[src/rtl/xor_rr_arbiter.sv]
// Purpose: round-robin arbiter sharing one registered XOR unit (y = a ^ b, tagged with requester id) among NREQ requesters.
// Latency: operands taken at edge N appear on rsp_* with rsp_valid=1 right after edge N; one result per cycle back-to-back.
// Backpressure: single result register; no grant while a held result is not being consumed (rsp_ready=0).
// Optional: define XOR_ARB_PARITY_EN to add rsp_par, the registered even parity of the result.
module xor_rr_arbiter #(
  parameter int NREQ  = 4,
  parameter int WIDTH = 8,
  parameter int IDW   = ($clog2(NREQ) > 1) ? $clog2(NREQ) : 1
) (
  input  logic                  clk,
  input  logic                  rst_n,
  input  logic [NREQ-1:0]       req_valid,
  output logic [NREQ-1:0]       req_ready,
  input  logic [NREQ*WIDTH-1:0] req_a,
  input  logic [NREQ*WIDTH-1:0] req_b,
  output logic                  rsp_valid,
  input  logic                  rsp_ready,
  output logic [WIDTH-1:0]      rsp_y,
  output logic [IDW-1:0]        rsp_id
`ifdef XOR_ARB_PARITY_EN
  ,
  output logic                  rsp_par
`endif
);

  localparam logic [0:0] ST_IDLE = 1'b0;
  localparam logic [0:0] ST_HOLD = 1'b1;

  logic [0:0]       r_state;
  logic [IDW-1:0]   r_ptr;
  logic [WIDTH-1:0] r_y;
  logic [IDW-1:0]   r_id;

  logic             w_accept;
  logic             w_found;
  logic             w_grant;
  logic [IDW-1:0]   w_gidx;
  logic [IDW-1:0]   w_ptr_nxt;
  logic [WIDTH-1:0] w_y;

  // The result slot can take a new operand pair when empty or when it is being drained this cycle.
  assign w_accept = (r_state == ST_IDLE) || rsp_ready;

  // Search requesters starting at the round-robin pointer and wrapping; the first valid one wins.
  always_comb begin
    int j;
    w_found = 1'b0;
    w_gidx  = '0;
    j       = 0;
    for (int k = 0; k < NREQ; k++) begin
      j = int'(r_ptr) + k;
      if (j >= NREQ) j = j - NREQ;
      if (!w_found && req_valid[j]) begin
        w_found = 1'b1;
        w_gidx  = IDW'(j);
      end
    end
  end

  // Gating with rst_n keeps req_ready low for the whole time reset is asserted.
  assign w_grant   = rst_n && w_accept && w_found;
  assign req_ready = w_grant ? (NREQ'(1) << w_gidx) : '0;

  assign w_y       = req_a[int'(w_gidx)*WIDTH +: WIDTH] ^ req_b[int'(w_gidx)*WIDTH +: WIDTH];
  assign w_ptr_nxt = (w_gidx == IDW'(NREQ-1)) ? '0 : w_gidx + 1'b1;

  // Result register and FSM: load on grant, drop to IDLE when drained without a refill.
  always_ff @(posedge clk or negedge rst_n) begin
    if (!rst_n) begin
      r_state <= ST_IDLE;
      r_ptr   <= '0;
      r_y     <= '0;
      r_id    <= '0;
    end else if (w_grant) begin
      r_state <= ST_HOLD;
      r_ptr   <= w_ptr_nxt;
      r_y     <= w_y;
      r_id    <= w_gidx;
    end else if ((r_state == ST_HOLD) && rsp_ready) begin
      r_state <= ST_IDLE;
    end
  end

  assign rsp_valid = (r_state == ST_HOLD);
  assign rsp_y     = r_y;
  assign rsp_id    = r_id;

`ifdef XOR_ARB_PARITY_EN
  logic r_par;

  // Parity follows the same load/hold rules as the result itself.
  always_ff @(posedge clk or negedge rst_n) begin
    if (!rst_n) begin
      r_par <= 1'b0;
    end else if (w_grant) begin
      r_par <= ^w_y;
    end
  end

  assign rsp_par = r_par;
`endif

endmodule

[config.mk]
export PLATFORM = sky130hd
export DESIGN_NAME = xor_rr_arbiter
export DESIGN_NICKNAME = d
export VERILOG_FILES = /design/src/rtl/xor_rr_arbiter.sv
export SDC_FILE = /design/constraint.sdc
export NUM_CORES = 1
export LEC_CHECK = 0
export ABC_AREA = 0
export CORE_MARGIN = 2
export CORE_UTILIZATION = 36
export CTS_CLUSTER_SIZE = 8
export DETAILED_ROUTE_END_ITERATION = 7
export MAX_ROUTING_LAYER = met4
export PLACE_DENSITY = 0.94
export SYNTH_ARGS = -nofsm -noshare
export SYNTH_HDL_FRONTEND = slang
export SYNTH_SLANG_ARGS = --single-unit
[constraint.sdc]
create_clock -name clk -period 2.51 [get_ports clk]
set_input_delay 0.502 -clock clk [delete_from_list [all_inputs] [get_ports clk]]
set_output_delay 0.502 -clock clk [all_outputs]
set_load 0.02 [all_outputs]
* After elaboration in Yosys (flattened, before gate mapping)
Index checks and enable logic that the tools add are counted.
Word-level totals: register bits 13
Operators by class: order comparisons 8, add/subtract/negate cells 8, shifts and indexed selects 3, mux-type cells 28, reductions and logical operators 11, eq/ne operators 1, bitwise logic cells 2
Operator list (number):
- 32-bit by 4-bit less-than comparator with 1-bit output, second input constant | 4
- 32-bit 2-to-1 mux | 4
- 32-bit by 6-bit indexed part select with 8-bit output | 2
- 1-bit 2-to-1 mux | 14
- 3-bit by 3-bit subtractor with 4-bit output, second input constant | 3
- 2-bit 2-to-1 mux | 5
- 3-bit >= comparator, second input constant | 3
- 1-bit binary-select mux with 2-bit select | 4
- 8-bit XOR | 1
- 2-bit by 2-bit adder with 3-bit output, second input constant | 2
- 1-bit logical AND | 6
- 4-bit 2-to-1 mux | 1
- 1-bit by 2-bit << shifter with 4-bit output, first input constant | 1
- 2-bit by 3-bit subtractor with 4-bit output, second input constant | 1
- 2-bit by 1-bit adder with 3-bit output, second input constant | 1
- 2-bit by 3-bit >= comparator with 1-bit output, second input constant | 1
- 1-bit logical NOT | 3
- 2-bit by 1-bit adder with 2-bit output, second input constant | 1
- 2-bit equality test, second input constant | 1
- 2-bit nonzero test | 1
- 1-bit logical OR | 1
- 1-bit NOT | 1

* Logic depth before layout (Yosys ltp)
Gate-level depths: netlist (run 1).
depth after elaboration 17, gate-level depth with buffers 7

* Worst setup path before layout (run 1)
OpenSTA, ideal clock, no wires.
kind reg2out, start register r_ptr[1], end output port req_ready[2], stages on the path, launching flop included 8, arrival time 1.585 ns, data required time 2.008 ns, setup slack 0.423 ns, cell sequence dfrtp_1 > nand2b_1 > a21oi_2 > nor2_8 > inv_4 > buf_12 > ha_1 > and2_2
On the way: word-level cells in the longest chain between the ends 17
Ends and longest elaborated chain:
- start, declared | RTL line 30 | logic [IDW-1:0] r_ptr;
- start signal, assigned | RTL line 76 | r_ptr <= w_ptr_nxt;
- parallel branches: the longest is 14 deep, another holds 3-bit by 3-bit subtractor with 4-bit output
- 2-bit 2-to-1 mux * | RTL line 53 | if (!w_found && req_valid[j]) begin
- via w_gidx[0] | RTL line 37 | logic [IDW-1:0] w_gidx;
- 1-bit by 2-bit << shifter with 4-bit output * | RTL line 62 | assign req_ready = w_grant ? (NREQ'(1) << w_gidx) : '0;
- 4-bit 2-to-1 mux * | RTL line 62
- end, declared | RTL line 13 | output logic [NREQ-1:0] req_ready,
Mark *: on every way through the listed nets, which the timed path passes. The select of a mux whose other input is x is not followed.

* Worst setup path after layout (run 1)
start input port req_valid[3], end output port req_ready[0]
On the way: word-level cells in the longest chain between the ends 15
Ends and longest elaborated chain:
- start, declared | RTL line 12 | input logic [NREQ-1:0] req_valid,
- 1-bit binary-select mux with 2-bit select | RTL line 53
- 1-bit 2-to-1 mux (implied by the code) (2 in a row) | RTL line 53
- 1-bit 2-to-1 mux | RTL line 53
- 1-bit logical NOT | RTL line 53
- 1-bit logical AND | RTL line 53
- 1-bit 2-to-1 mux | RTL line 53
- 1-bit logical NOT | RTL line 53
- 1-bit logical AND | RTL line 53
- 1-bit 2-to-1 mux | RTL line 53
- 1-bit logical NOT | RTL line 53
- 1-bit logical AND | RTL line 53
- 2-bit 2-to-1 mux / 1-bit 2-to-1 mux (equally long branches) | RTL line 53
- 1-bit by 2-bit << shifter with 4-bit output / 1-bit logical AND (equally long branches) | RTL line 62, 61
- 4-bit 2-to-1 mux * | RTL line 62
Mark *: on every way between the ends. The rest lies on a longest branch, timed or not. The select of a mux whose other input is x is not followed.

==> reports/results.txt, run 1 <==
Outcome -> completed
Grt met3 use -> 3.96%
I/O Pins -> 86
Filler-free cell count of the finished design -> 290
Pin count of the biggest net entering global routing -> 17
Initial core utilization -> 37.6%
Die height -> 63.0 um
Clock Sinks -> 13
Syn Area/Cell -> 9.03 sq um
Critical path's top delay family -> simple AND/OR/NAND/NOR gates
Net Count, Synth -> 214
CP max FO -> 5
Seq/Total Area, Yosys -> 25.9%
Initial antenna violation count -> 0
RSZ-0062 raised after global routing -> false
Met1 Usage GRT -> 24.2%
Gr busiest metal -> met2
Die area -> 0.00397 sq mm
WL/cell -> 13.7 um
Setup Crit Path Kind -> input port to output port
Drt pass-1 iters -> 4
Final Hold Viols -> 0
Share of layout cells above drive strength 1 -> 19.7%
Hpwl dp -> 3.19 mm
Clock slew seen by the registers of the worst setup and hold paths -> 0.07 ns
Least-Margin Pin Slew -> 0.638 ns
WP data arrival -> 1.89 ns
TNS Setup -> 0 ns
CP Data Required Time -> 2.01 ns
Post-DRT Antenna Nets -> 0
1st-iter DRT viols -> 47
Xor/xnor share of the synthesized area -> 22.3%
Ys Warns -> 0
Synth area leader -> dfrtp_1
Largest family of logic cells by synthesized area -> compound AO/OA/AOI/OAI gates
Setup crit start kind -> input port
Hold Slack -> 0.492 ns
# DRC -> 0
Fmax -> 0.417 GHz
I/O Buffers -> 85
Nets -> 320
Site row count -> 21
Total core area -> 0.00334 sq mm
DP Cell Count -> 282
Synthesis-to-layout area growth -> 85.2%
Maxcap violations -> 0
Hold Crit Class -> register to register
RePlAce Congestion -> 0.826
Htree depth -> 1
CTS tree -> done
P_leak -> 0.000981 uW
Min Tclk post-route -> 2.40 ns
Cts bufs inserted -> 3
Root Buffer -> clkbuf_4
Worst path cell trace -> dlygate4sd2_1, buf_6, or4_4, and3_4, and2_2, buf_4
Max-slew headroom -> 57.3%
Worst stage delay on the critical path -> 0.48 ns
First-pass GRT wire length -> 6.57 mm
Slew Limit Fails -> 0
Bufs on Longest Clock Path -> 2
Vias in the first global route -> 1,383
Synth top area cells -> dfrtp_1, xor2_1, o211ai_2
Simple logic cell fraction of the synthesized area -> 17.5%
Skew-Pair Late Insertion Delay -> 0.27 ns
Synth cell types -> 31
Mapped cell area -> 0.00125 sq mm
Worst setup EP type -> output port
Vias per inst -> 4.82
Final wirelength -> 3.97 mm
Cells after synthesis -> 139
Highest-delay cell along the critical path -> or4_4
Total grt overflow -> 0
Tot GR Track Use -> 21.6%
Worst IR Drop VDD -> 0.000290 V
Buf+Inv Stages, Crit Path -> 3
Total power -> 1400 uW
Final period utilization -> 95.5%
Worst clock skew -> 0.00616 ns
Pwr dens -> 604 mW/mm^2
Mux contribution to synthesized area -> 0.798%
Fill count -> 273
Adder-Cell Fraction of Synth Area -> 3.99%
Share of the synthesized area in the top cell type -> 25.9%
Number of diodes -> 0
Final setup viols -> 0
Vias -> 1,397
Synth Area in Compound Gates -> 24.8%
Seq cells post-synth -> 13
Die W -> 63.0 um
Met2 Use GR -> 39.8%
where the power goes:
| part | switching, uW | internal [uW] | total, uW |
|---|---|---|---|
| clock network | 66.4 | 61.5 | 128 |
| registers | 69.6 | 294 | 364 |
| logic | 444 | 468 | 912 |
per-layer routing:
metal	part of all wire, %	up-vias
li1	-	691
met2	56	59
met4	0.86	0
met3	6.2	4
met5	0	-
met1	37	643
cell usage in the layout, fill, tap and decap left out, drive strengths merged:
cell type       n
dlymetal6s2s    1
o221ai          1
xnor2           9
a21o            2
a21oi           3
nor3            3
clkdlybuf4s50  77
clkbuf          4
mux2i           1
nand2b          4
buf            24
o21ai          15
nor2           12
or4             1
o2bb2ai         2
nand2          15
and3            1
o21a            1
nand3           1
dlygate4sd2     3
ha              4
and2            4
o211ai         16
inv             4
xor2           23
dfrtp          13
path summary, 6_finish.rpt:
check | start | to | slack [ns] | depth (start not counted)
max in group asynchronous | rst_n | rsp_id[1]$_DFFE_PN0P_ | 1.75 | 2
hold reg to reg | rsp_id[0]$_DFFE_PN0P_ | rsp_id[0]$_DFFE_PN0P_ | 0.49 | 1
min in group asynchronous | rst_n | r_ptr[1]$_DFFE_PN0P_ | 0.59 | 2
hold / removal | rsp_id[0]$_DFFE_PN0P_ | rsp_id[0]$_DFFE_PN0P_ | 0.49 | 1
setup reg to reg | r_ptr[0]$_DFFE_PN0P_ | rsp_y[1]$_DFFE_PN0P_ | 0.60 | 6
setup / recovery | req_valid[3] | req_ready[0] | 0.11 | 6
Yosys cell counts:
cell	n
ha_1	4
buf_12	1
nor3_2	1
buf_6	1
o21ai_0	15
nand3_1	1
a21oi_2	1
o21a_4	1
xor2_1	23
o211ai_1	9
nor2_8	1
buf_2	1
dfrtp_1	13
inv_1	3
and3_4	1
nor3_1	2
nand2_1	15
o2bb2ai_2	1
a21o_1	2
xnor2_1	9
o221ai_1	1
a21oi_1	2
or4_4	1
inv_4	1
nor2_1	11
mux2i_1	1
o2bb2ai_1	1
and2_2	4
clkbuf_1	1
o211ai_2	7
nand2b_1	4
kinds of logic (layout without fill, tap and decap cells):
| group | after synthesis | count (layout) |
|---|---|---|
| AO/OA/AOI/OAI | 40 | 40 |
| XOR/XNOR | 32 | 32 |
| adder cells (fa/ha/maj) | 4 | 4 |
| buffers and inverters | 8 | 113 |
| flip-flops | 13 | 13 |
| multiplexers | 1 | 1 |
| AND/OR/NAND/NOR | 41 | 41 |
worst reg2reg max path, cell delays in order (launching register included):
cell	delay [ns]
dfrtp_1	0.51
nor2_1	0.09
o2bb2ai_1	0.14
buf_4	0.15
nor3_2	0.55
o21ai_0	0.20
o211ai_1	0.20
metrics by stage:
stage                     worst slack, ns  utilization [%]  cell area [sq um]
after floorplan                     0.423                -               1250
after detailed placement           -0.494             67.2               2240
after global placement             -0.458             67.2               2240
final                               0.114             69.7               2320
after CTS                          0.0249             69.0               2300
after global routing               0.0767             69.7               2320
cell type report:
cell class / instances / area [sq um] / share of cell area (%)
timing repair buffer: 105 / 992 / 42.7
multi-input combinational: 118 / 906 / 39.0
sequential: 13 / 325 / 14.0
tap: 46 / 57.6 / 2.48
clock buffer: 4 / 26.3 / 1.13
inverter: 4 / 17.5 / 0.753
state kept, by name (all words and copies together), names as in the netlist:
register,flops
rsp_y,8
r_ptr,2
rsp_id,2
rsp_valid,1
repair_timing:
item | 4_1_cts | 5_1_grt
cloned | 0 | 0
hold endpoints to repair | 0 | 0
buffers inserted | 3 | 1
setup endpoints to repair | 4 | 4
gates resized for setup | 26 | 2
hold buffers | 0 | 0
pin swaps | 5 | 1
Power figures use the tool's default switching activity.
==> run 2, diff against run 1 <==
Settings changed: CORE_UTILIZATION 36 to 37, CTS_BUF_LIST from default to sky130_fd_sc_hd__clkbuf_4 sky130_fd_sc_hd__clkbuf_8, GPL_ROUTABILITY_DRIVEN from default to 0, PLACE_DENSITY 0.94 to 0.95, SLEW_MARGIN from default to 25.
==> run 2 against run 1 <==
  * Largest cell class unchanged
  * Fmax shrank 1.2%
  * First-iteration DRC count up 30%
  * Critical path type unchanged
  * Die area fell by 2.5%
  * Final cell count fell by 1.0%
  * Via count up 1.9%
  * Worst hold slack got worse by 0.0049 ns
  * Clock skew about the same
  * Wire length is 1.3% higher
  * Largest power group unchanged
  * Cell area decreased by 1.7%
  * Non-clock buffer count shrank 3
==> reports/results.txt, run 2 (synthesis gave the netlist of run 1 again) <==
Setup crit start kind -> input port
Worst stage delay on the critical path -> 0.25 ns
CP Capture Point -> req_ready[0]
Min Tclk post-route -> 2.42 ns
CP startpoint -> req_valid[3]
Total power -> 1390 uW
Worst path cell trace -> clkdlybuf4s15_1, nand2b_4, o221ai_1, nor2_2, buf_4, inv_1, ha_1, and2_2, buf_4
Clock Sinks -> 13
Final Hold Viols -> 0
Drt pass-1 iters -> 4
Vias in the first global route -> 1,568
Area after DPL -> 0.00224 sq mm
Reg2reg start -> r_ptr[1]$_DFFE_PN0P_
Most common library cell in the layout ignoring fill and taps -> clkdlybuf4s50_1
Final wirelength -> 4.02 mm
Tot GR Track Use -> 23.2%
Buf+Inv Stages, Crit Path -> 4
Most frequent cells in the layout -> clkdlybuf4s50_1, xor2_1, buf_4
Sw Share -> 41.2%
Worst setup EP type -> output port
Worst IR Drop VDD -> 0.000316 V
Vias per inst -> 4.96
RSZ-0062 raised after global routing -> false
Die height -> 62.2 um
1st-iter DRT viols -> 61
Max FFs per register -> 8
Bufs on Longest Clock Path -> 2
Total grt overflow -> 0
Skew-Pair Late Insertion Delay -> 0.27 ns
WL/cell -> 14.0 um
Clock share of power -> 10.0%
Pwr dens -> 610 mW/mm^2
I/O Buffers -> 85
Setup Crit Path Kind -> input port to output port
Hold Buf Count CTS -> 0
Initial antenna violation count -> 0
Hold Crit Class -> register to register
Root Buffer -> clkbuf_4
Htree depth -> 1
Post-DRT Antenna Nets -> 0
Site row count -> 21
CP Depth -> 9
Fill count -> 276
Critical path's top delay family -> buffers and inverters
I/O Pins -> 86
Fmax -> 0.412 GHz
CP Data Required Time -> 2.01 ns
Worst clock skew -> 0.00594 ns
Hpwl dp -> 3.33 mm
Least-Margin Pin Slew -> 0.583 ns
Place WS -> -0.536 ns
# DRC -> 0
Final setup viols -> 0
RR Endpoint -> rsp_y[3]$_DFFE_PN0P_
Synthesis-to-layout area growth -> 82.2%
Total core area -> 0.00328 sq mm
Initial core utilization -> 38.2%
Die W -> 62.2 um
Nets -> 317
Most common cell on crit path -> buf_4
R2R setup slack -> 0.57 ns
Cts bufs inserted -> 3
Reg2Reg Depth -> 6
Slew Limit Fails -> 0
Die area -> 0.00387 sq mm
Cell area after layout -> 0.00229 sq mm
Final period utilization -> 96.6%
Clock slew seen by the registers of the worst setup and hold paths -> 0.08 ns
Register share of total power -> 26.2%
Hold Slack -> 0.487 ns
Max-slew headroom -> 60.9%
Net Sw Power -> 574 uW
Maxcap violations -> 0
Vias -> 1,423
Share of layout cells above drive strength 1 -> 19.5%
Outcome -> completed
Pin count of the biggest net entering global routing -> 17
WP data arrival -> 1.92 ns
P_leak -> 0.000966 uW
First-pass GRT wire length -> 6.91 mm
TNS Setup -> 0 ns
CTS tree -> done
Highest-delay cell along the critical path -> clkdlybuf4s15_1
Number of diodes -> 0
Internal power -> 819 uW
Worst setup margin -> 0.0856 ns
CP max FO -> 5
Combinational share of power -> 63.9%
run 2: power groups by stage:
stage               sequential (uW)  combinational, uW  clock [uW]
CTS                             362                890         142
finish                          365                890         139
global route                    374                963         155
floorplan                       442                376           0
detailed placement              360                873           0
global placement                357                851           0
run 2: worst min path at each step:
stage | cells past startpoint | from | slack [ns] | to
4_1_cts | 1 | rsp_id[0]$_DFFE_PN0P_ | 0.49 | rsp_id[0]$_DFFE_PN0P_
3_5_place_dp | 1 | rsp_id[0]$_DFFE_PN0P_ | 0.47 | rsp_id[0]$_DFFE_PN0P_
6_report | 1 | rsp_id[1]$_DFFE_PN0P_ | 0.49 | rsp_id[1]$_DFFE_PN0P_
5_1_grt | 1 | rsp_id[1]$_DFFE_PN0P_ | 0.51 | rsp_id[1]$_DFFE_PN0P_
2_1_floorplan | 0 | rst_n | 0.21 | r_ptr[0]$_DFFE_PN0P_
3_3_place_gp | 1 | rsp_id[0]$_DFFE_PN0P_ | 0.47 | rsp_id[0]$_DFFE_PN0P_
run 2: routing by layer:
layer	GRT usage, %	share of wire, %	up-vias
met2	43.3	55	70
met1	23.0	37	652
li1	-	-	686
met3	4.89	5.4	15
met4	10.3	3.2	0
met5	-	0	-
run 2: per-stage QoR:
stage / utilization (%) / cells
2_1_floorplan: - / 139
3_3_place_gp: 68.1 / 281
3_5_place_dp: 68.1 / 281
4_1_cts: 69.2 / 287
5_1_grt: 69.6 / 287
6_report: 69.6 / 287
run 2: what timing repair did:
item                       CTS  global route
setup endpoints to repair    4             4
setup buffers                2             0
pin swaps                    2             2
resized for setup           22             5
run 2: worst reg2reg max path, stage by stage (launching register included):
cell and delay [ns]:
dfrtp_1 0.45, nand2b_1 0.15, o221ai_1 0.16, buf_4 0.19
nor3_2 0.49, o21ai_0 0.19, o211ai_1 0.22
run 2: layout make-up:
cell class	count	area, sq um	share of cell area, %
multi-input cells	118	888	38.9
well taps	46	57.6	2.52
inverters	4	17.5	0.766
clock buffers	4	30.0	1.31
flip-flops and latches	13	325	14.2
repair buffers	102	967	42.3
==> run 3, diff against run 2 <==
Settings changed: SKIP_CTS_REPAIR_TIMING from default to 1.
==> run 3 against run 2 <==
  * Cell area is 0.88% higher
  * Via count shrank 0.70%
  * Clock-buffer cell count unchanged
  * Wire length grew 2.2%
  * Setup slack better by 0.037 ns
  * Power grew 0.62%
  * Utilization rose by 0.61 points
  * Final cell count fell by 0.35%
  * Largest power group unchanged
==> reports/results.txt, run 3 (synthesis gave the netlist of run 1 again) <==
Share of layout cells above drive strength 1 -> 18.8%
Pin count of the biggest net entering global routing -> 17
Cts bufs inserted -> 3
Slew Limit Fails -> 0
Hold Crit Class -> register to register
Gr busiest metal -> met2
Total core area -> 0.00328 sq mm
Clock Sinks -> 13
Site row count -> 21
Bufs on Longest Clock Path -> 2
Skew-Pair Late Insertion Delay -> 0.27 ns
Die W -> 62.2 um
Final wirelength -> 4.11 mm
Pwr dens -> 608 mW/mm^2
Min Tclk post-route -> 2.39 ns
Total grt overflow -> 0
Met1 Usage GRT -> 22.9%
Fill count -> 278
Final setup viols -> 0
Vias -> 1,413
First-pass GRT wire length -> 6.82 mm
Worst clock skew -> 0.00628 ns
Vias per inst -> 4.94
P_leak -> 0.000987 uW
I/O Buffers -> 85
Total power -> 1400 uW
CP max FO -> 7
Final Hold Viols -> 0
Htree depth -> 1
Synthesis-to-layout area growth -> 83.7%
CP startpoint -> r_ptr[1]$_DFFE_PN0P_
Worst setup EP type -> output port
Fmax -> 0.419 GHz
# DRC -> 0
WP data arrival -> 1.88 ns
Least-Margin Pin Slew -> 0.585 ns
Initial core utilization -> 38.2%
Final period utilization -> 95.1%
Die height -> 62.2 um
Max FFs per register -> 8
Die area -> 0.00387 sq mm
Drt pass-1 iters -> 4
Most frequent cells in the layout -> clkdlybuf4s50_1, xor2_1, buf_4
Hold path start -> rsp_id[0]$_DFFE_PN0P_
Maxcap violations -> 0
Clock slew seen by the registers of the worst setup and hold paths -> 0.08 ns
Reg2reg start -> r_ptr[1]$_DFFE_PN0P_
Met2 Use GR -> 42.7%
Vias in the first global route -> 1,543
Root Buffer -> clkbuf_4
1st-iter DRT viols -> 77
CTS tree -> done
Hold Slack -> 0.487 ns
Hpwl dp -> 3.33 mm
Nets -> 316
Worst IR Drop VDD -> 0.000310 V
Grt met3 use -> 4.89%
Final core utilization -> 70.2%
WL/cell -> 14.4 um
Most common library cell in the layout ignoring fill and taps -> clkdlybuf4s50_1
Outcome -> completed
Max-slew headroom -> 60.8%
Place WS -> -0.536 ns
Number of diodes -> 0
Post-DRT Antenna Nets -> 0
Area after DPL -> 0.00224 sq mm
Initial antenna violation count -> 0
Setup Crit Path Kind -> register to output port
Setup crit start kind -> register
Worst setup margin -> 0.123 ns
CP Data Required Time -> 2.01 ns
I/O Pins -> 86
Cell area after layout -> 0.00231 sq mm
Tot GR Track Use -> 22.9%
[run 3: worst max-delay path, cell delays in order, from the launching register on]
cell and delay (ns):
dfrtp_1 0.47, nand2b_1 0.16, o221ai_1 0.15, nor2_1 0.18, buf_4 0.14, inv_1 0.04
ha_1 0.17, and2_2 0.16, buf_4 0.15
[run 3: path summary, 6_finish.rpt]
| kind | end | slack (ns) | cells after the start |
|---|---|---|---|
| worst max-delay path | req_ready[0] | 0.12 | 8 |
| worst min-delay path | rsp_id[0]$_DFFE_PN0P_ | 0.49 | 1 |
| worst max register to register | rsp_y[3]$_DFFE_PN0P_ | 0.56 | 6 |
| worst min register to register | rsp_id[0]$_DFFE_PN0P_ | 0.49 | 1 |
| max in group asynchronous | r_ptr[1]$_DFFE_PN0P_ | 1.75 | 2 |
| min in group asynchronous | rsp_valid$_DFFE_PN0P_ | 0.58 | 2 |
[run 3: layout make-up]
cell class                      count  area, sq um  share of cell area (%)
Multi-Input combinational cell    118          906                    39.3
Sequential cell                    13          325                    14.1
Clock buffer                        4         30.0                    1.30
Tap cell                           46         57.6                    2.50
Inverter                            4         17.5                   0.760
Timing Repair Buffer              101          970                    42.1
[run 3: per-layer routing]
metal	vias to the layer above	share of wire (%)
li1	683	-
met1	652	36
met2	63	56
met3	15	5.3
met4	0	3.1
met5	-	0
[run 3: per-stage QoR]
stage	std cells	setup TNS [ns]
2_1_floorplan	139	0
3_3_place_gp	281	-1.85
3_5_place_dp	281	-2.11
4_1_cts	285	-2.04
5_1_grt	286	-0.0340
6_report	286	0
[run 3: where the power goes]
group          total, uW  switching [uW]  internal (uW)
Clock                139            66.5           72.2
Sequential           368            73.3            294
Combinational        896             443            454
Total               1400             582            820
